===== config.mk =====
export PLATFORM = sky130hd
export DESIGN_NAME = wb_regfile
export DESIGN_NICKNAME = d
export VERILOG_FILES = /design/src/rtl/pipe_pkg.sv /design/src/rtl/wb_mux.sv /design/src/rtl/wb_regfile.sv
export SDC_FILE = /design/constraint.sdc
export NUM_CORES = 2
export LEC_CHECK = 0
export ABC_CLOCK_PERIOD_IN_PS = 2020
export BUFFER_PORTS_ARGS = -buffer_cell sky130_fd_sc_hd__buf_2
export CAP_MARGIN = 20
export CORE_AREA = 2 2 424 426
export DETAILED_ROUTE_END_ITERATION = 8
export DIE_AREA = 0 0 426 428
export GPL_TIMING_DRIVEN = 1
export HOLD_SLACK_MARGIN = 0.03
export PLACE_DENSITY = 0.5
export SLEW_MARGIN = 20
export SYNTH_ARGS = -nofsm -noshare
export SYNTH_HDL_FRONTEND = slang
export SYNTH_SLANG_ARGS = --single-unit

===== constraint.sdc =====
create_clock -name clk -period 2.02 [get_ports clk]
set_clock_uncertainty 0.15 [all_clocks]
set_input_delay 0 -clock clk [delete_from_list [all_inputs] [get_ports clk]]
set_output_delay 0 -clock clk [all_outputs]
set_load 0.02 [all_outputs]

===== src/rtl/pipe_pkg.sv =====
// pipe_pkg: pipeline-wide constants shared by the pipeline registers, forwarding unit and writeback.
package pipe_pkg;
    localparam int DEF_DATA_W  = 32;
    localparam int DEF_ADDR_W  = 5;
    localparam int WB_REGWRITE = 1;
    localparam int WB_MEMTOREG = 0;
    localparam int REG_ZERO    = 0;
endpackage


===== src/rtl/wb_mux.sv =====
// wb_mux: selects the writeback value between load data and ALU result.
module wb_mux #(
    parameter int DATA_W = 32
) (
    input  logic              mem_to_reg,
    input  logic [DATA_W-1:0] mem_data,
    input  logic [DATA_W-1:0] alu_data,
    output logic [DATA_W-1:0] wb_data
);
    assign wb_data = mem_to_reg ? mem_data : alu_data;
endmodule


===== src/rtl/wb_regfile.sv =====
// wb_regfile: writeback select plus 2**ADDR_W x DATA_W register file
// with two read ports that bypass the value being written this cycle.
module wb_regfile
    import pipe_pkg::*;
#(
    parameter int DATA_W = DEF_DATA_W,
    parameter int ADDR_W = DEF_ADDR_W
) (
    input  logic              clk,
    input  logic              rst_n,
    input  logic [1:0]        WBReg,
    input  logic [ADDR_W-1:0] RdReg,
    input  logic [DATA_W-1:0] MemReg,
    input  logic [DATA_W-1:0] ALUReg,
    input  logic [ADDR_W-1:0] Rs,
    input  logic [ADDR_W-1:0] Rt,
    output logic [DATA_W-1:0] RsData,
    output logic [DATA_W-1:0] RtData,
    output logic [DATA_W-1:0] WBData,
    output logic              WBEn
);
    localparam int NREG = 2 ** ADDR_W;
    localparam logic [ADDR_W-1:0] ZERO = ADDR_W'(REG_ZERO);
    logic [DATA_W-1:0] regs [NREG];
    wb_mux #(.DATA_W(DATA_W)) u_mux (
        .mem_to_reg(WBReg[WB_MEMTOREG]),
        .mem_data  (MemReg),
        .alu_data  (ALUReg),
        .wb_data   (WBData)
    );
    assign WBEn = WBReg[WB_REGWRITE] && (RdReg != ZERO);
    // WBEn already excludes r0, so regs[0] keeps its reset value forever
    always_ff @(posedge clk or negedge rst_n) begin
        if (!rst_n) begin
            for (int i = 0; i < NREG; i++) regs[i] <= '0;
        end else if (WBEn) begin
            regs[RdReg] <= WBData;
        end
    end
    assign RsData = (Rs == ZERO) ? '0 : (WBEn && Rs == RdReg) ? WBData : regs[Rs];
    assign RtData = (Rt == ZERO) ? '0 : (WBEn && Rt == RdReg) ? WBData : regs[Rt];
endmodule

== Word level (Yosys, flattened, before mapping) ==
Index checks and enable logic that the tools add are counted.

* Multiplexer cells: 14
* $lt $le $gt $ge: 4
* Eq/ne operators: 2
* Bitwise logic cells: 3
* Reduce and logical (&&, ||, !) cells: 7

{| class="wikitable"
|+ Operators with widths
! operator !! count
|-
| 1024-bit bitwise mux || 1
|-
| 32-bit binary-select mux with 5-bit select || 2
|-
| 32-bit 2-to-1 mux || 10
|-
| 32-bit demux with 5-bit select || 1
|-
| 6-bit greater-or-equal comparator, second input constant || 3
|-
| 5-bit NOT with 6-bit output || 3
|-
| 5-bit equality test || 2
|-
| 5-bit zero test || 2
|-
| 6-bit by 1-bit less-than comparator with 1-bit output, second input constant || 1
|-
| 5-bit nonzero test || 1
|-
| 1-bit logical AND || 4
|}

* Logic and storage cells: 62
* Output and inout bits: 97
* Bits of input ports: 83
* Flip-flop bits (word level): 1024

== Logic depth before layout (Yosys ltp) ==
* Depth after elaboration: 6
* Gate-level depth with buffers: 10
* Gate-level depth less buffers: 5

== By module ==
From an unflattened synthesis, not the netlist that was laid out.

* Cell total of the unflattened synthesis: 3846
* Area total of the unflattened synthesis: 55570.8 µm²

{| class="wikitable"
|+ Modules (own cells, without submodules)
! module !! cells each !! instances !! sequential area each (µm²) !! area each (µm²)
|-
| wb_regfile || 3810 || 1 || 25624.6 || 55026.5
|-
| wb_mux || 36 || 1 || 0.0 || 544.3
|}

== Worst setup path before layout ==
OpenSTA, ideal clock, no wires.

* Path kind: input to output
* Start: in RdReg[2]
* End: out RsData[11]
* Arrival time: 1891 ps
* Setup slack: -21 ps
* Buffers on the path: 1
* Stages on the path: 6
* Required time: 1870 ps
* Cells stage by stage: or3_1 o31a_1 nand4_1 o31ai_1 clkbuf_1 o32ai_1

* Word-level cells in the longest chain between the ends: 5
* Elaborated cells on any way between the ends: 6
* Classes of those cells: eq/ne: 1; mux: 2; reduce/logical: 3

{| class="wikitable"
|+ Ends and longest elaborated chain
! item !! RTL line !! source
|-
| start, declared || wb_regfile.sv:12 || <nowiki>input logic [ADDR_W-1:0] RdReg,</nowiki>
|-
| 5-bit nonzero test || wb_regfile.sv:31 || <nowiki>assign WBEn = WBReg[WB_REGWRITE] && (RdReg != ZERO);</nowiki>
|-
| 1-bit logical AND || wb_regfile.sv:31 ||
|-
| net WBEn || wb_regfile.sv:20 || <nowiki>output logic WBEn</nowiki>
|-
| 1-bit logical AND || wb_regfile.sv:40 || <nowiki>assign RsData = (Rs == ZERO) ? '0 : (WBEn && Rs == RdReg) ? WBData : regs[Rs];</nowiki>
|-
| 32-bit 2-to-1 mux (2 in series) || wb_regfile.sv:40 ||
|-
| end, declared || wb_regfile.sv:17 || <nowiki>output logic [DATA_W-1:0] RsData,</nowiki>
|}

The timed path passes the listed nets, and every way through them passes these cells.

== Worst setup path in the final report ==
* Start: reg regs[612] (netlist name)
* End: out RsData[4]

* Word-level cells in the longest chain between the ends: 5

{| class="wikitable"
|+ Ends and longest elaborated chain
! item !! RTL line !! source
|-
| start, declared || wb_regfile.sv:24 || <nowiki>logic [DATA_W-1:0] regs [NREG];</nowiki>
|-
| start signal, assigned by index || wb_regfile.sv:37 || <nowiki>regs[RdReg] <= WBData;</nowiki>
|-
| 32-bit binary-select mux with 5-bit select || wb_regfile.sv:40 ||
|-
| 32-bit 2-to-1 mux (not written as such) (2 in series) || wb_regfile.sv:40 ||
|-
| 32-bit 2-to-1 mux (2 in series) || wb_regfile.sv:40 ||
|}

No other way between the ends. The select of a mux whose other input is x is not followed.

==> run_results.csv <==
group,metric,value,unit
logic_synthesis,yosys.area.top_type,"sky130_fd_sc_hd__dfrtp_1",
logic_synthesis,post_synth_num_cell_types,57,
final_layout,largest_register_ffs,1024,
power_and_ir_drop,power_switching,21.4,mW
hold_path,hold_path_depth,5,
power_and_ir_drop,sw_frac_of_total,30.5,%
placed_design,place.gp.congestion,0.904,
cts,clk_pin_slew_worst_paths,0.06,ns
hold_path,startpoint_of_the_worst_hold_path,"MemReg[25]",
grt,grt_antenna_before_repair,1,
timing,min_period_over_period,146,%
cts,cts_tree,"done",
drt,detail_route.wl_per_cell,28.6,um
hold_path,hold_path.class,"input pin to flip-flop",
cts,worst_skew_pair.late_latency,0.73,ns
logic_synthesis,syn_area,53100,sq um
setup_path,regToRegStartpoint,"regs[571]",
drt,vias,44642,
drt,wirelength,231000,um
timing,fin_tns_setup,-43.34,ns
job,max-cap-violations,0,
timing,worst_pin_slew,1.09,ns
logic_synthesis,synth_top_area_share,48.2,%
cts,htree_levels,3,
power_and_ir_drop,ir_drop,691,uV
setup_path,crit_family,"buffers and inverters",
logic_synthesis,ys_seq_elements,1024,
logic_synthesis,yosysMostFrequentCell,"sky130_fd_sc_hd__dfrtp_1",
drt,drt_first_pass_iters,6,
logic_synthesis,synth_enable_flop_cells,0,
grt,vias_in_the_first_global_route,45106,
hold_path,min_to,"regs[313]",
placed_design,place.detailed.instances,7751,
setup_path,reg2reg_depth,3,
final_layout,finalCoreUtilization,40.1,%
setup_path,critical_path.slowest_cell,"sky130_fd_sc_hd__mux4_2",
run_status,status,"finished, violations left",
cts,cts_buffers,112,
setup_path,cp-end-kind,"primary output",
die,floorplan.die_area,182000,sq um
placed_design,port-buffer-count,179,
timing,maximum_clock_frequency,339,MHz
cts,cts_root_buf,"sky130_fd_sc_hd__clkbuf_16",
placed_design,dp.final_hpwl,155000,um
die,placement_rows,155,
grt,global_route_wire_length_before_repair,334000,um
final_layout,final.fill_count,17149,
setup_path,setup_crit_start,"regs[612]",
setup_path,max_stage_delay,0.44,ns
logic_synthesis,ys_async_sr_fraction,100,%
timing,final-setup-viol-count,64,
setup_path,timing.critical_path.cells,"buf_6 -> mux4_2 -> a22o_1 -> a2111oi_4 -> buf_4 -> o32ai_2 -> buf_4 -> buf_6",
die,pin_count,180,
power_and_ir_drop,clk_pwr_share,32.6,%
setup_path,crit_required,1.87,ns
final_layout,final_layout_size_suffix_gt1_share,35.8,%
die,floorplan.die.width,426,um
drt,drt_drc_violations_left,0,
final_layout,regArea,25600,sq um
logic_synthesis,synthTopCellsByCount,"1024 x sky130_fd_sc_hd__dfrtp_1, 553 x sky130_fd_sc_hd__nor2_1, 531 x sky130_fd_sc_hd__a21oi_1, 505 x sky130_fd_sc_hd__nand2_1, 498 x sky130_fd_sc_hd__o21ai_0",
setup_path,worst_setup_path_start_kind,"flip-flop",
setup_path,cp_data_arrival_time,2.80,ns
final_layout,postLayoutCellArea,71300,sq um
timing,final_critical_path_setup_slack,-0.926,ns
final_layout,largest_registers,"regs x1024",
final_layout,area_growth,34.2,%
logic_synthesis,yosys_most_used_dff,"sky130_fd_sc_hd__dfrtp_1",
placed_design,placedInstanceArea,64200,sq um
logic_synthesis,synth-seq-area-share,48.2,%
power_and_ir_drop,internal_power,48.8,mW
setup_path,path_max_fanout,2,
setup_path,critical_path_class,"flip-flop to primary output",
timing,grt_setup_unrepaired,"true",
die,die_height,428,um
power_and_ir_drop,sequentialPowerShare,40.1,%
run_status,violations,"negative setup slack",
die,effective_utilization_at_floorplan,29.9,%
final_layout,final_nets,5704,
timing,timing_hold_violations_final,0,
final_layout,registers.top_by_ff_count,"regs",
timing,timing_max_transition_violations_final,0,
logic_synthesis,synth_area_per_cell,10.9,sq um
final_layout,final-instance-count-excl-fill,8076,
power_and_ir_drop,power.leakage,30.9,nW
grt,grt_start_max_net_pins,92,
timing,final_critical_period,2.95,ns
final_layout,multi_input_comb_area,27100,sq um
drt,number_of_violations_reported_at_the_end_of_detailed_routing_iteration_0,4229,
drt,detail-route-antenna-nets,0,
setup_path,critical_path_buf_inv_count,4,
cts,numClockSinks,1024,
setup_path,timing.reg2reg.setup_slack,0.62,ns
drt,vias_per_cell,5.53,
cts,cts-root-to-sink-buffers,3,
setup_path,r2r-end,"regs[571]",
logic_synthesis,yosysWarningCount,0,
power_and_ir_drop,comb_pwr_share,27.3,%
logic_synthesis,syn-num-nets,4949,
grt,track_usage,25.0,%
timing,maxSlewHeadroom,27.1,%
power_and_ir_drop,cellPowerDensity,985,nW/um^2
grt,grt_overflow,0,
die,core_region_area,178000,sq um
logic_synthesis,syn_inst,4866,
logic_synthesis,cells_taking_the_most_area_after_synthesis,"sky130_fd_sc_hd__dfrtp_1 48%, sky130_fd_sc_hd__mux4_2 17%, sky130_fd_sc_hd__a21oi_1 5.0%",
## cell type report
type / count / area share (%)
well taps: 2355 / 4.13
repair buffers: 1176 / 16.0
clock inverters: 51 / 1.11
clock buffers: 162 / 4.58
multi-input cells: 3273 / 38.0
flip-flops and latches: 1024 / 35.9
inverters: 34 / 0.179
diodes: 1 / 0.00351
## worst min-delay path, cell delays in order
cell	delay (ns)
sky130_fd_sc_hd__buf_2	0.09
sky130_fd_sc_hd__mux2i_2	0.11
sky130_fd_sc_hd__buf_12	0.15
sky130_fd_sc_hd__buf_2	0.30
sky130_fd_sc_hd__a21oi_1	0.20
## cell families after synthesis
| family | Yosys count | synth area share, % |
|---|---|---|
| muxes | 671 | 22.6 |
| and+or+nand+nor | 1199 | 9.12 |
| xor gates and xnor gates | 10 | 0.165 |
| AOI/OAI and AO/OA | 1393 | 15.1 |
| DFF | 1024 | 48.2 |
| buffers and inverters | 569 | 4.77 |
## per-stage QoR
step	hold WS, ns	worst slack (ns)	total power [mW]
finish	0.0226	-0.926	70.2
global route	0.0418	-0.987	73.3
CTS	0.0351	-0.961	70.0
detailed placement	-0.215	-0.841	45.7
global placement	-0.213	-0.926	45.2
floorplan	-0.446	-0.0215	37.6
## power groups by stage
| stage | sequential, mW | clock (mW) | combinational, mW |
|---|---|---|---|
| final | 28.1 | 22.9 | 19.2 |
| after global routing | 28.6 | 24.0 | 20.7 |
| after CTS | 28.0 | 23.2 | 18.9 |
| after detailed placement | 28.3 | 0 | 17.4 |
| after global placement | 28.1 | 0 | 17.1 |
| after floorplan | 27.4 | 0 | 10.2 |
## layout by cell type, fill, tap and decap left out, types with 29 or more instances in the layout
master                             n
sky130_fd_sc_hd__buf_4           719
sky130_fd_sc_hd__mux4_2          410
sky130_fd_sc_hd__dfrtp_1        1024
sky130_fd_sc_hd__buf_2           125
sky130_fd_sc_hd__o22ai_1          65
sky130_fd_sc_hd__buf_12          192
sky130_fd_sc_hd__inv_1            32
sky130_fd_sc_hd__nand2_1         488
sky130_fd_sc_hd__mux2_2           48
sky130_fd_sc_hd__dlygate4sd3_1    67
sky130_fd_sc_hd__a21oi_1         519
sky130_fd_sc_hd__o21ai_0         487
sky130_fd_sc_hd__clkbuf_16       114
sky130_fd_sc_hd__buf_6            61
sky130_fd_sc_hd__a211oi_2         29
sky130_fd_sc_hd__nor2_1          535
sky130_fd_sc_hd__a22o_1           48
sky130_fd_sc_hd__mux2i_1         167
## how the worst max path moves through the flow
stage	slack (ns)	to	cells after the start
floorplan	-0.02	RsData[11]	6
global placement	-0.93	RtData[14]	10
detailed placement	-0.84	RtData[11]	11
CTS	-0.96	RsData[4]	8
global route	-0.99	RsData[4]	8
finish	-0.93	RsData[4]	8
## timing repair
action | CTS | global route
endpoints found under the hold margin | 2016 | 63
hold buffers | 80 | 6
pin swaps | 137 | 54
gates cloned | 0 | 1
buffers inserted | 45 | 11
setup endpoints to repair | 64 | 132
resized for setup | 338 | 73
## per-layer routing
metal / GRT usage (%) / wire length, um
met1: 32.5 / 93200
met5: 0 / 0
met3: 3.32 / 14300
met2: 40.6 / 110000
met4: 13.1 / 13900
Power figures use the tool's default switching activity.
